===== src/rtl/vga_timing_gen.sv =====
// ----------------------------------------------------------------------------
// vga_timing_gen
// Raster timing generator. It produces the pixel column/line counters and the
// sync, blanking, data-enable and start-of-frame flags for a progressive video
// mode. Every output is registered. The flags are decoded from the *next*
// counter values, so they always describe the hcount/vcount shown in the same
// cycle.
//
// Ports
//   pclk       in   1        pixel clock (the only clock)
//   rst_n      in   1        asynchronous active-low reset
//   ce         in   1        pixel enable; counters advance only when high
//   restart    in   1        synchronous return to (0,0), independent of ce
//   hcount     out  CNT_W    current pixel column
//   vcount     out  CNT_W    current line
//   hsync      out  1        horizontal sync, active level H_POL
//   vsync      out  1        vertical sync, active level V_POL
//   hblnk      out  1        high outside the active columns
//   vblnk      out  1        high outside the active lines
//   de         out  1        high inside the active region
//   sof        out  1        one-cycle pulse when (0,0) follows a frame wrap
//   frame_cnt  out  FRAME_W  completed frames, modulo 2^FRAME_W
// ----------------------------------------------------------------------------
module vga_timing_gen #(
   parameter int H_ACTIVE = 1024,
   parameter int H_FP     = 24,
   parameter int H_SYNC   = 136,
   parameter int H_BP     = 144,
   parameter int V_ACTIVE = 768,
   parameter int V_FP     = 3,
   parameter int V_SYNC   = 6,
   parameter int V_BP     = 29,
   parameter bit H_POL    = 1'b0,
   parameter bit V_POL    = 1'b0,
   parameter int CNT_W    = 11,
   parameter int FRAME_W  = 8
) (
   input  logic               pclk,
   input  logic               rst_n,
   input  logic               ce,
   input  logic               restart,
   output logic [CNT_W-1:0]   hcount,
   output logic [CNT_W-1:0]   vcount,
   output logic               hsync,
   output logic               vsync,
   output logic               hblnk,
   output logic               vblnk,
   output logic               de,
   output logic               sof,
   output logic [FRAME_W-1:0] frame_cnt
);

   localparam int H_TOTAL  = H_ACTIVE + H_FP + H_SYNC + H_BP;
   localparam int V_TOTAL  = V_ACTIVE + V_FP + V_SYNC + V_BP;
   localparam int HS_BEG   = H_ACTIVE + H_FP;
   localparam int HS_END   = H_ACTIVE + H_FP + H_SYNC;
   localparam int VS_BEG   = V_ACTIVE + V_FP;
   localparam int VS_END   = V_ACTIVE + V_FP + V_SYNC;

   localparam logic [CNT_W-1:0] H_LAST = CNT_W'(H_TOTAL - 1);
   localparam logic [CNT_W-1:0] V_LAST = CNT_W'(V_TOTAL - 1);

   // The terminal counts must be representable in CNT_W bits.
   if ((longint'(H_TOTAL) - 1) >= (longint'(1) << CNT_W)) begin : g_h_too_wide
      $error("vga_timing_gen: H_TOTAL-1 does not fit in CNT_W bits");
   end
   if ((longint'(V_TOTAL) - 1) >= (longint'(1) << CNT_W)) begin : g_v_too_wide
      $error("vga_timing_gen: V_TOTAL-1 does not fit in CNT_W bits");
   end

   // The decodes compare in 32-bit integer space. This keeps a region end
   // equal to 2^CNT_W from being truncated to zero.
   function automatic logic dec_hblnk(input logic [CNT_W-1:0] h);
      return (int'(h) >= H_ACTIVE);
   endfunction

   function automatic logic dec_vblnk(input logic [CNT_W-1:0] v);
      return (int'(v) >= V_ACTIVE);
   endfunction

   function automatic logic dec_hsync(input logic [CNT_W-1:0] h);
      return ((int'(h) >= HS_BEG) && (int'(h) < HS_END)) ? H_POL : ~H_POL;
   endfunction

   function automatic logic dec_vsync(input logic [CNT_W-1:0] v);
      return ((int'(v) >= VS_BEG) && (int'(v) < VS_END)) ? V_POL : ~V_POL;
   endfunction

   logic [CNT_W-1:0]   h_p0;
   logic [CNT_W-1:0]   v_p0;
   logic [FRAME_W-1:0] frame_p0;
   logic               sof_p0;
   logic               adv_p0;

   // ---- stage p0: next raster position, frame wrap detection ----
   always_comb begin
      h_p0     = hcount;
      v_p0     = vcount;
      frame_p0 = frame_cnt;
      sof_p0   = 1'b0;
      adv_p0   = 1'b0;
      if (restart) begin
         // restart overrides a coincident frame wrap: no sof, no frame count
         h_p0   = '0;
         v_p0   = '0;
         adv_p0 = 1'b1;
      end else if (ce) begin
         adv_p0 = 1'b1;
         if (hcount == H_LAST) begin
            h_p0 = '0;
            if (vcount == V_LAST) begin
               v_p0     = '0;
               sof_p0   = 1'b1;
               frame_p0 = frame_cnt + FRAME_W'(1);
            end else begin
               v_p0 = vcount + CNT_W'(1);
            end
         end else begin
            h_p0 = hcount + CNT_W'(1);
         end
      end
   end

   // ---- stage p1: registered counters and flags decoded from p0 ----
   always_ff @(posedge pclk or negedge rst_n) begin
      if (!rst_n) begin
         hcount    <= '0;
         vcount    <= '0;
         frame_cnt <= '0;
         sof       <= 1'b0;
         hblnk     <= 1'b0;
         vblnk     <= 1'b0;
         de        <= 1'b1;
         hsync     <= ~H_POL;
         vsync     <= ~V_POL;
      end else begin
         sof <= sof_p0;
         if (adv_p0) begin
            hcount    <= h_p0;
            vcount    <= v_p0;
            frame_cnt <= frame_p0;
            hblnk     <= dec_hblnk(h_p0);
            vblnk     <= dec_vblnk(v_p0);
            de        <= ~(dec_hblnk(h_p0) | dec_vblnk(v_p0));
            hsync     <= dec_hsync(h_p0);
            vsync     <= dec_vsync(v_p0);
         end
      end
   end

endmodule


===== config.mk =====
export PLATFORM = sky130hd
export DESIGN_NAME = vga_timing_gen
export DESIGN_NICKNAME = d
export VERILOG_FILES = /design/src/rtl/vga_timing_gen.sv
export SDC_FILE = /design/constraint.sdc
export NUM_CORES = 1
export LEC_CHECK = 0
export ABC_AREA = 1
export BUFFER_PORTS_ARGS = -buffer_cell sky130_fd_sc_hd__buf_4
export CORE_AREA = 2 2 79 81
export CTS_CLUSTER_DIAMETER = 120
export DETAILED_ROUTE_END_ITERATION = 6
export DIE_AREA = 0 0 81 83
export HOLD_SLACK_MARGIN = 0.08
export SLEW_MARGIN = 20
export SYNTH_ARGS = -nofsm -noshare
export SYNTH_HDL_FRONTEND = slang
export SYNTH_SLANG_ARGS = --single-unit

===== constraint.sdc =====
create_clock -name pclk -period 1.9 [get_ports pclk]
set_input_delay 0.095 -clock pclk [delete_from_list [all_inputs] [get_ports pclk]]
set_output_delay 0.095 -clock pclk [all_outputs]
set_load 0.01 [all_outputs]

==> results by stage, run 1 <==
Final layout:
- The synthesis-to-layout area growth is 35.14%.
- The layout has 579 filler cells.
- In the final layout, the share of cells above drive strength 1 is 32.23%.
- The number of antenna diodes in the final layout is 0.
- After the last flow step, the layout net total stands at 398.
- Summing all non-filler instances in the final layout gives an area of 3094 um2.

Logic synthesis:
- The count of mapped cells out of synthesis is 322.
- The cell with the most instances after synthesis is sky130_fd_sc_hd__nand2_1.
- The net count of the mapped netlist is 330.
- The most common flop cell mapped by yosys is sky130_fd_sc_hd__dfrtp_1.
- After synthesis, the largest family of logic cells by area is simple AND/OR/NAND/NOR gates.
- Each instance of the synthesized netlist takes up on average 7.111 um2.
- The part of the Yosys area used for sequential elements is 38.42%.
- The async set or reset register ratio after synthesis is 100.0%.
- Ranked by instance count, the synthesized netlist is headed by 92 x sky130_fd_sc_hd__nand2_1, 46 x sky130_fd_sc_hd__nor2_1, 41 x sky130_fd_sc_hd__inv_1, 34 x sky130_fd_sc_hd__nand3_1, 32 x sky130_fd_sc_hd__dfrtp_1.
- The post-synthesis cell type count is 37.
- The cell area that synthesis handed to floorplanning was 2290 um2.
- The synthesized netlist devotes 4.754% of its cell area to compound gates.
- By area the synthesized netlist is led by sky130_fd_sc_hd__dfrtp_1 35%, sky130_fd_sc_hd__nand2_1 15%, sky130_fd_sc_hd__nor2_1 7.5%.
- After synthesis the netlist holds a flip-flop and latch count of 35.
- The library cell occupying the most area in the post-synthesis netlist is sky130_fd_sc_hd__dfrtp_1.
- During synthesis, Yosys emitted a total of 0 warnings.
- Of the total synthesized cell area, the portion taken by XOR and XNOR cells is 4.590%.
- After Yosys synthesis, and, or, nand and nor cells account for 40.16% of the synthesized area.
- Of the post-synthesis cell area, the dominant cell type holds 34.97%.
- The portion of synthesized area spent on multiplexers is 0.4918%.
- The adder-cell share of the synthesized area is 2.186%.
- The count of flip-flops with a built-in enable after synthesis is 0.

Detailed routing:
- The final wirelength is 6.344 mm.
- The final antenna-violating net count is 0.
- The first detailed-routing pass ran for 4 iterations.
- Dividing the detail-routed via count by the number of cells gives 4.886.
- The wire length per cell after detailed routing is 13.61 um.
- For this run, design rule violations remaining after detail routing come to 0.
- Across all layers, the routed design uses 2277 vias.
- The first routing iteration left 114 violations.

CTS:
- The clock tree root buffer cell is sky130_fd_sc_hd__clkbuf_8.
- Clock-pin slew was measured on the worst setup and hold paths at 0.08 ns.
- The clock latency on the worst-skew pair is 0.29 ns.
- CTS built an H-tree with a depth of 2.
- The clock buffer count from CTS is 5.
- Counting along the longest clock path gives a buffer depth of 2.
- TritonCTS built the clock tree.
- The tree built by TritonCTS fans out to 35 sinks.

Pwr:
- The leakage power figure is 1.597 nW.
- The worst vdd rail ir drop is 0.2919 mV.
- The total power after layout is 0.001712 W.
- Power spread over the standard cell area amounts to 553.4 nW/um2.

Die:
- Measured along the y axis, the die boundary spans 83 um.
- The area of the core is 5816 um2.
- The effective utilization at floorplan is 39.37%.
- The floorplan row count is 28.
- The die outline area is 6723 um2.
- The horizontal die dimension is 81 um.
- In this run the count of I/O pins placed on the die edge is 40.

Global route:
- The final global-route overflow total is 0.
- The via count of the first global-routing pass is 2050.
- Entering global routing, the biggest net connects 36 pins.
- The number of antenna violations at the first check in global routing is 0.
- The combined global-route utilization of all metal layers is 18.86%.
- The wire length of the first global-routing pass is 9.929 mm.

Placed design:
- The instance area after placement is 2745 um2.
- The congestion estimate from routability-driven global placement came to 0.9300.
- Port buffering added 39 buffers.
- Detailed placement ended at an HPWL of 4.644 mm.

Timing:
- Headroom to the max-slew limit came out at 69.67%.
- The final setup TNS is 0 ns.
- The final number of hold-violating endpoints is 0.
- The final number of max-transition violations is 0.
- Setup violations remaining at the end of the flow were counted as 0.
- The maximum clock skew at final layout is 0.007814 ns.
- The share of the clock period used by the worst path after layout is 99.09%.
- The final critical-path required period is 1.883 ns.
- The top achievable clock speed is 531.2 MHz.
- At the pin with the least slew margin, the transition time is 0.4549 ns.
- Setup repair after global routing could not meet its margin everywhere.

Min path:
- The worst hold path class is in2reg.
- The instance count along the most critical hold path is 4.

Critical path:
- STA puts the critical path data arrival time at 2.07 ns.
- The data required time of the worst path is 2.09 ns.
- The worst setup path is launched from a flip-flop.
- The worst register-to-register path has a depth of 9.
- The worst setup path is captured at a flip-flop.
- Of all nets on the critical path, the largest fanout is 4.
- The worst setup path is of the reg2reg kind.

Job:
- The tool flagged a number of max-cap violations equal to 0.

Run status:
- The run finished with clean final reports.
worst max-delay path, stage by stage (launching register included):
cell,delay [ns]
sky130_fd_sc_hd__dfrtp_1,0.40
sky130_fd_sc_hd__ha_4,0.17
sky130_fd_sc_hd__nand2_4,0.07
sky130_fd_sc_hd__nor2_4,0.20
sky130_fd_sc_hd__nand3_4,0.11
sky130_fd_sc_hd__inv_2,0.06
sky130_fd_sc_hd__nand4_1,0.18
sky130_fd_sc_hd__nor3b_2,0.32
sky130_fd_sc_hd__nand3_1,0.12
sky130_fd_sc_hd__xor2_1,0.15
power breakdown:
group | internal [W] | total, W | switching (W)
sequential | 0.000768 | 0.000794 | 0.0000254
clock | 0.000391 | 0.000693 | 0.000302
combinational | 0.0000996 | 0.000225 | 0.000126
path summary, 6_finish.rpt:
kind	startpoint	to	slack (ns)
setup / recovery	hcount[1]	frame_cnt[6]	0.02
hold / removal	ce	vcount[4]	0.18
setup reg to reg	hcount[1]	frame_cnt[6]	0.02
hold reg to reg	frame_cnt[7]	frame_cnt[7]	0.48
max in group asynchronous	rst_n	de	1.25
min in group asynchronous	rst_n	vcount[6]	0.29
logic make-up (layout without fill, tap and decap cells):
family	count (synthesis)	count (layout)
AO/OA/AOI/OAI	17	17
XOR/XNOR	12	12
adder cells (fa/ha/maj)	4	4
buffers and inverters	52	121
flip-flops	35	35
multiplexers	1	1
AND/OR/NAND/NOR	201	201
what timing repair did:
item,in CTS,in global routing
setup endpoints to repair,2,9
hold buffers,2,0
resized for setup,1,32
pin swaps,0,13
setup buffers,0,11
endpoints found under the hold margin,33,0
cell usage in the layout (no fill, tap or decap), types with 2 or more instances in the layout:
cell,netlist,routed
sky130_fd_sc_hd__nand2_1,92,88
sky130_fd_sc_hd__buf_4,2,63
sky130_fd_sc_hd__a21oi_1,5,5
sky130_fd_sc_hd__xor2_1,10,10
sky130_fd_sc_hd__ha_4,0,2
sky130_fd_sc_hd__nand2_2,5,8
sky130_fd_sc_hd__nor3_1,3,2
sky130_fd_sc_hd__nand3_1,34,32
sky130_fd_sc_hd__nor2_1,46,38
sky130_fd_sc_hd__nand3_2,2,2
sky130_fd_sc_hd__inv_1,41,39
sky130_fd_sc_hd__o21ai_1,2,2
sky130_fd_sc_hd__xnor2_1,2,2
sky130_fd_sc_hd__o21ai_0,2,2
sky130_fd_sc_hd__dfstp_2,3,3
sky130_fd_sc_hd__nor2_4,3,5
sky130_fd_sc_hd__inv_2,5,6
sky130_fd_sc_hd__inv_4,1,2
sky130_fd_sc_hd__dfrtp_2,0,4
sky130_fd_sc_hd__nor3_4,1,2
sky130_fd_sc_hd__dlygate4sd3_1,0,2
sky130_fd_sc_hd__clkbuf_8,0,5
sky130_fd_sc_hd__nor3_2,2,2
sky130_fd_sc_hd__nand4_1,4,4
sky130_fd_sc_hd__ha_1,4,2
sky130_fd_sc_hd__o21bai_1,2,2
sky130_fd_sc_hd__nand3_4,0,2
sky130_fd_sc_hd__nor2_2,5,11
sky130_fd_sc_hd__dfrtp_1,32,28
through the flow:
step           util, %  setup slack (ns)  hold slack (ns)  cells
3_3_place_gp     47.20           0.03150          0.08109    445
5_1_grt          53.21          -0.09140           0.2169    466
2_1_floorplan        -            0.1166          -0.2006    322
6_report         53.21           0.01730           0.1836    466
3_5_place_dp     47.20          -0.02050          0.08564    445
4_1_cts          49.53          0.008661           0.2211    455
metal layers:
| metal | up-vias | wire (um) | GRT usage, % |
|---|---|---|---|
| met5 | - | 0 | 0 |
| met4 | 0 | 82 | 4.160 |
| met3 | 11 | 349 | 3.804 |
| met2 | 66 | 3030 | 30.05 |
| met1 | 1059 | 2882 | 26.28 |
| li1 | 1141 | - | - |
registers in the layout (all words and copies together) (netlist names):
name,flops
hcount,11
vcount,11
frame_cnt,8
de,1
hsync,1
sof,1
vblnk,1
vsync,1
area by class of cell:
type	count	area [um2]	share of cell area (%)
Multi-Input combinational cell	235	1309	42.30
Clock buffer	5	68.82	2.224
Timing Repair Buffer	66	513.0	16.58
Tap cell	75	93.84	3.033
Clock inverter	3	43.79	1.415
Inverter	47	181.4	5.863
Sequential cell	35	884.6	28.59
Note: power is estimated with default switching activity, not from simulation.
==> run 2, diff against run 1 <==
--- a/config.mk
+++ b/config.mk
@@ -7,10 +7,10 @@
 export LEC_CHECK = 0
 export ABC_AREA = 1
 export BUFFER_PORTS_ARGS = -buffer_cell sky130_fd_sc_hd__buf_4
-export CORE_AREA = 2 2 79 81
+export CORE_AREA = 2 2 67 95
 export CTS_CLUSTER_DIAMETER = 120
 export DETAILED_ROUTE_END_ITERATION = 6
-export DIE_AREA = 0 0 81 83
+export DIE_AREA = 0 0 69 97
 export HOLD_SLACK_MARGIN = 0.08
 export SLEW_MARGIN = 20
 export SYNTH_ARGS = -nofsm -noshare
==> run 2 against run 1 <==
Effect of this change:
- non-clock buffer count rose by 2
- fmax increased by 3.3%
- die area is 0.45% lower
- final area fell by 0.45%
- routed wire length is 0.74% lower
==> results by stage, run 2 (synthesized netlist as in run 1, its figures left out) <==
Global route:
- The final global-route overflow total is 0 (unchanged).
- The layer carrying the most global-route usage is met2 (unchanged).
- The number of antenna violations at the first check in global routing is 0 (unchanged).
- The wire length of the first global-routing pass is 10.32 mm (was 9.929 mm).
- The via count of the first global-routing pass is 2300 (was 2050).
- The largest net degree at the start of global routing is 36 (unchanged).
- The combined global-route utilization of all metal layers came to 18.94% (was 18.86%).
- The routing usage on met3 is 3.021% (was 3.804%).
- The global routing met1 resource utilization is 21.32% (was 26.28%).
- The met2 global-route usage is 35.36% (was 30.05%).

Critical path:
- The reg-to-reg startpoint is hcount[1] (unchanged).
- The register-to-register setup slack is 0.08 ns (was 0.02 ns).
- The startpoint-to-endpoint class of the critical path is reg2reg (unchanged).
- The worst setup path endpoint is frame_cnt[6] (unchanged).
- The number of cells traversed by the worst register-to-register path is 9 (unchanged).
- The first element of the critical path is hcount[1] (unchanged).
- The endpoint type of the worst setup path is a flip-flop (unchanged).
- The terminus of the critical flop-to-flop path is frame_cnt[6] (unchanged).
- The arrival time reported for the critical path endpoint is 2.00 ns (was 2.07 ns).
- The maximum fanout along the worst path is 4 (unchanged).
- The data required time of the worst path is 2.07 ns (was 2.09 ns).
- The startpoint type of the worst setup path is a flip-flop (unchanged).

CTS:
- The number of sinks on the clock net came to 35 (unchanged).
- The CTS tree is done (unchanged).
- The clock latency on the worst-skew pair is 0.29 ns (about the same).
- The CTS clock-pin slew for the worst setup and hold paths is 0.07 ns (was 0.08 ns).
- The worst-case clock buffer depth is 2 (unchanged).
- The clock buffer count from CTS was 5 (unchanged).
- The clock tree root buffer cell is sky130_fd_sc_hd__clkbuf_8 (unchanged).
- The maximum level of the CTS H-tree is 2 (unchanged).

Job:
- The max-cap violation count came to 0 (unchanged).

Detailed routing:
- The wire length per cell after detailed routing is 13.57 um (was 13.61 um).
- The number of search-and-repair iterations in the first detailed-routing pass is 5 (was 4).
- The final antenna-violating net count came to 0 (unchanged).
- The final wirelength is 6.297 mm (was 6.344 mm).
- The overall via count from detail_route is 2308 (was 2277).
- The first-iteration detailed-routing DRC count is 138 (was 114).
- The via count normalized by instance count was 4.974 (was 4.886).
- The number of DRC violations after detailed routing is 0 (unchanged).

Placed design:
- The instance area after placement came to 2754 um2 (was 2745 um2).
- The final weighted congestion of routability-driven global placement is 0.8463 (was 0.9300).
- The cell count after placement was 442 (was 445).
- The count of input and output buffers was 39 (unchanged).
- The detailed-placement wirelength estimate is 4.765 mm (was 4.644 mm).

Timing:
- The transition at the pin with the smallest max-transition slack is 0.4525 ns (was 0.4549 ns).
- The final critical-path required period is 1.823 ns (was 1.883 ns).
- The headroom to the max-slew limit came to 69.84% (was 69.67%).
- The number of setup violations in the final report is 0 (unchanged).
- The share of the clock period used by the worst path after layout is 95.92% (was 99.09%).
- RSZ-0062 raised after global routing: true (unchanged).
- The final number of hold-violating endpoints is 0 (unchanged).
- The final number of max-transition violations was 0 (unchanged).
- The top achievable clock speed came to 548.7 MHz (was 531.2 MHz).
- The maximum clock skew at final layout is 0.003647 ns (was 0.007814 ns).

Run status:
- Outcome: complete, no violations (unchanged).

Final layout:
- The leading cell type in the layout, fill and taps excluded is sky130_fd_sc_hd__nand2_1 (unchanged).
- The utilization after layout is 53.29% (was 53.21%).
- Regs by FF count: hcount (11), vcount (11), frame_cnt (8) (unchanged).
- The final cell area excluding filler cells is 3080 um2 (was 3094 um2).
- The number of filler cells placed in the layout is 602 (was 579).
- Most used cells in the layout excluding fill and tap cells: 90 x sky130_fd_sc_hd__nand2_1, 65 x sky130_fd_sc_hd__buf_4, 39 x sky130_fd_sc_hd__inv_1 (was 88 x sky130_fd_sc_hd__nand2_1, 63 x sky130_fd_sc_hd__buf_4, 39 x sky130_fd_sc_hd__inv_1).
- The number of nets in the layout came to 401 (was 398).
- The non-filler instance count after layout is 464 (was 466).
- The final antenna diode count is 0 (unchanged).
- The layout cell share with drive strength beyond 1 is 34.26% (was 32.23%).
- The synthesis-to-layout area growth is 34.54% (was 35.14%).

Die:
- The horizontal die dimension was 69 um (was 81 um).
- The effective utilization at floorplan was 39.61% (was 39.37%).
- The die outline area is 6693 um2 (was 6723 um2).
- The area of the core is 5781 um2 (was 5816 um2).
- The floorplan row count is 33 (was 28).
- The top-level I/O count was 40 (unchanged).
- The chip height is 97 um (was 83 um).

Min path:
- The worst hold path class is in2reg (unchanged).

Pwr:
- The leakage power figure is 1.589 nW (was 1.597 nW).
- The power density over the cells is 506.1 nW/um2 (was 553.4 nW/um2).
- The worst vdd rail ir drop is 0.2879 mV (was 0.2919 mV).
-- run 2: cell count changes in the layout (fill, tap and decap cells not counted), moves of 3 or more --
cell,previous run,this run
sky130_fd_sc_hd__nor2_2,11,16
sky130_fd_sc_hd__nand3_2,2,6
sky130_fd_sc_hd__dfrtp_2,4,7
sky130_fd_sc_hd__dfrtp_1,28,25
sky130_fd_sc_hd__nand3_1,32,29
sky130_fd_sc_hd__nor2_1,38,34
-- run 2: how the worst min path moves through the flow --
stage                from      endpoint  slack, ns  cells after the start
global placement    rst_n           sof       0.08                      1
detailed placement  rst_n           sof       0.08                      1
finish                 ce     vcount[7]       0.21                      4
floorplan           rst_n  frame_cnt[0]      -0.20                      0
CTS                    ce     vcount[7]       0.20                      4
global route           ce     vcount[7]       0.26                      4
-- run 2: layout make-up --
type	count	area (um2)	area share, %
Sequential cell	35	888.4	28.84
Tap cell	70	87.58	2.843
Timing Repair Buffer	68	519.2	16.86
Clock inverter	1	5.005	0.1625
Clock buffer	7	76.32	2.478
Multi-Input combinational cell	236	1320	42.85
Inverter	47	183.9	5.971
-- run 2: per-layer routing --
metal	vias up	routed length, um
met5	-	0
met4	0	133
met3	12	218
met2	59	3367
met1	1090	2577
li1	1147	-
-- run 2: repair_timing --
action,in CTS,in global routing
pin swaps,1,12
gates cloned,0,1
hold endpoints to repair,33,0
endpoints found under the setup margin,4,8
hold buffers,2,0
setup buffers,1,10
gates resized for setup,5,36
-- run 2: per-stage QoR --
step / setup TNS [ns] / hold WS [ns] / total power (W) / setup slack [ns]
after floorplan: 0 / -0.2006 / 0.0008922 / 0.1166
after global placement: -0.1330 / 0.07862 / 0.0009982 / -0.09647
after detailed placement: -0.2200 / 0.07963 / 0.001003 / -0.1506
after CTS: 0 / 0.2047 / 0.001535 / 0.009722
after global routing: -0.08492 / 0.2645 / 0.001632 / -0.05498
final: 0 / 0.2149 / 0.001559 / 0.07749
-- run 2: worst max-delay path, cell delays in order (launching register included) --
cell and delay, ns:
sky130_fd_sc_hd__dfrtp_1 0.40, sky130_fd_sc_hd__ha_4 0.16, sky130_fd_sc_hd__nand2_4 0.07, sky130_fd_sc_hd__nor2_4 0.13, sky130_fd_sc_hd__nand3_2 0.14, sky130_fd_sc_hd__inv_2 0.07
sky130_fd_sc_hd__nand4_1 0.11, sky130_fd_sc_hd__nor3b_2 0.32, sky130_fd_sc_hd__nand3_1 0.14, sky130_fd_sc_hd__xor2_1 0.16
-- run 2: report_power, final --
part | switching [W] | total (W) | leakage [nW] | internal [W]
Clock | 0.000268 | 0.000526 | 0.0422 | 0.000257
Combinational | 0.000125 | 0.000241 | 1.10 | 0.000115
Sequential | 0.0000238 | 0.000793 | 0.446 | 0.000769
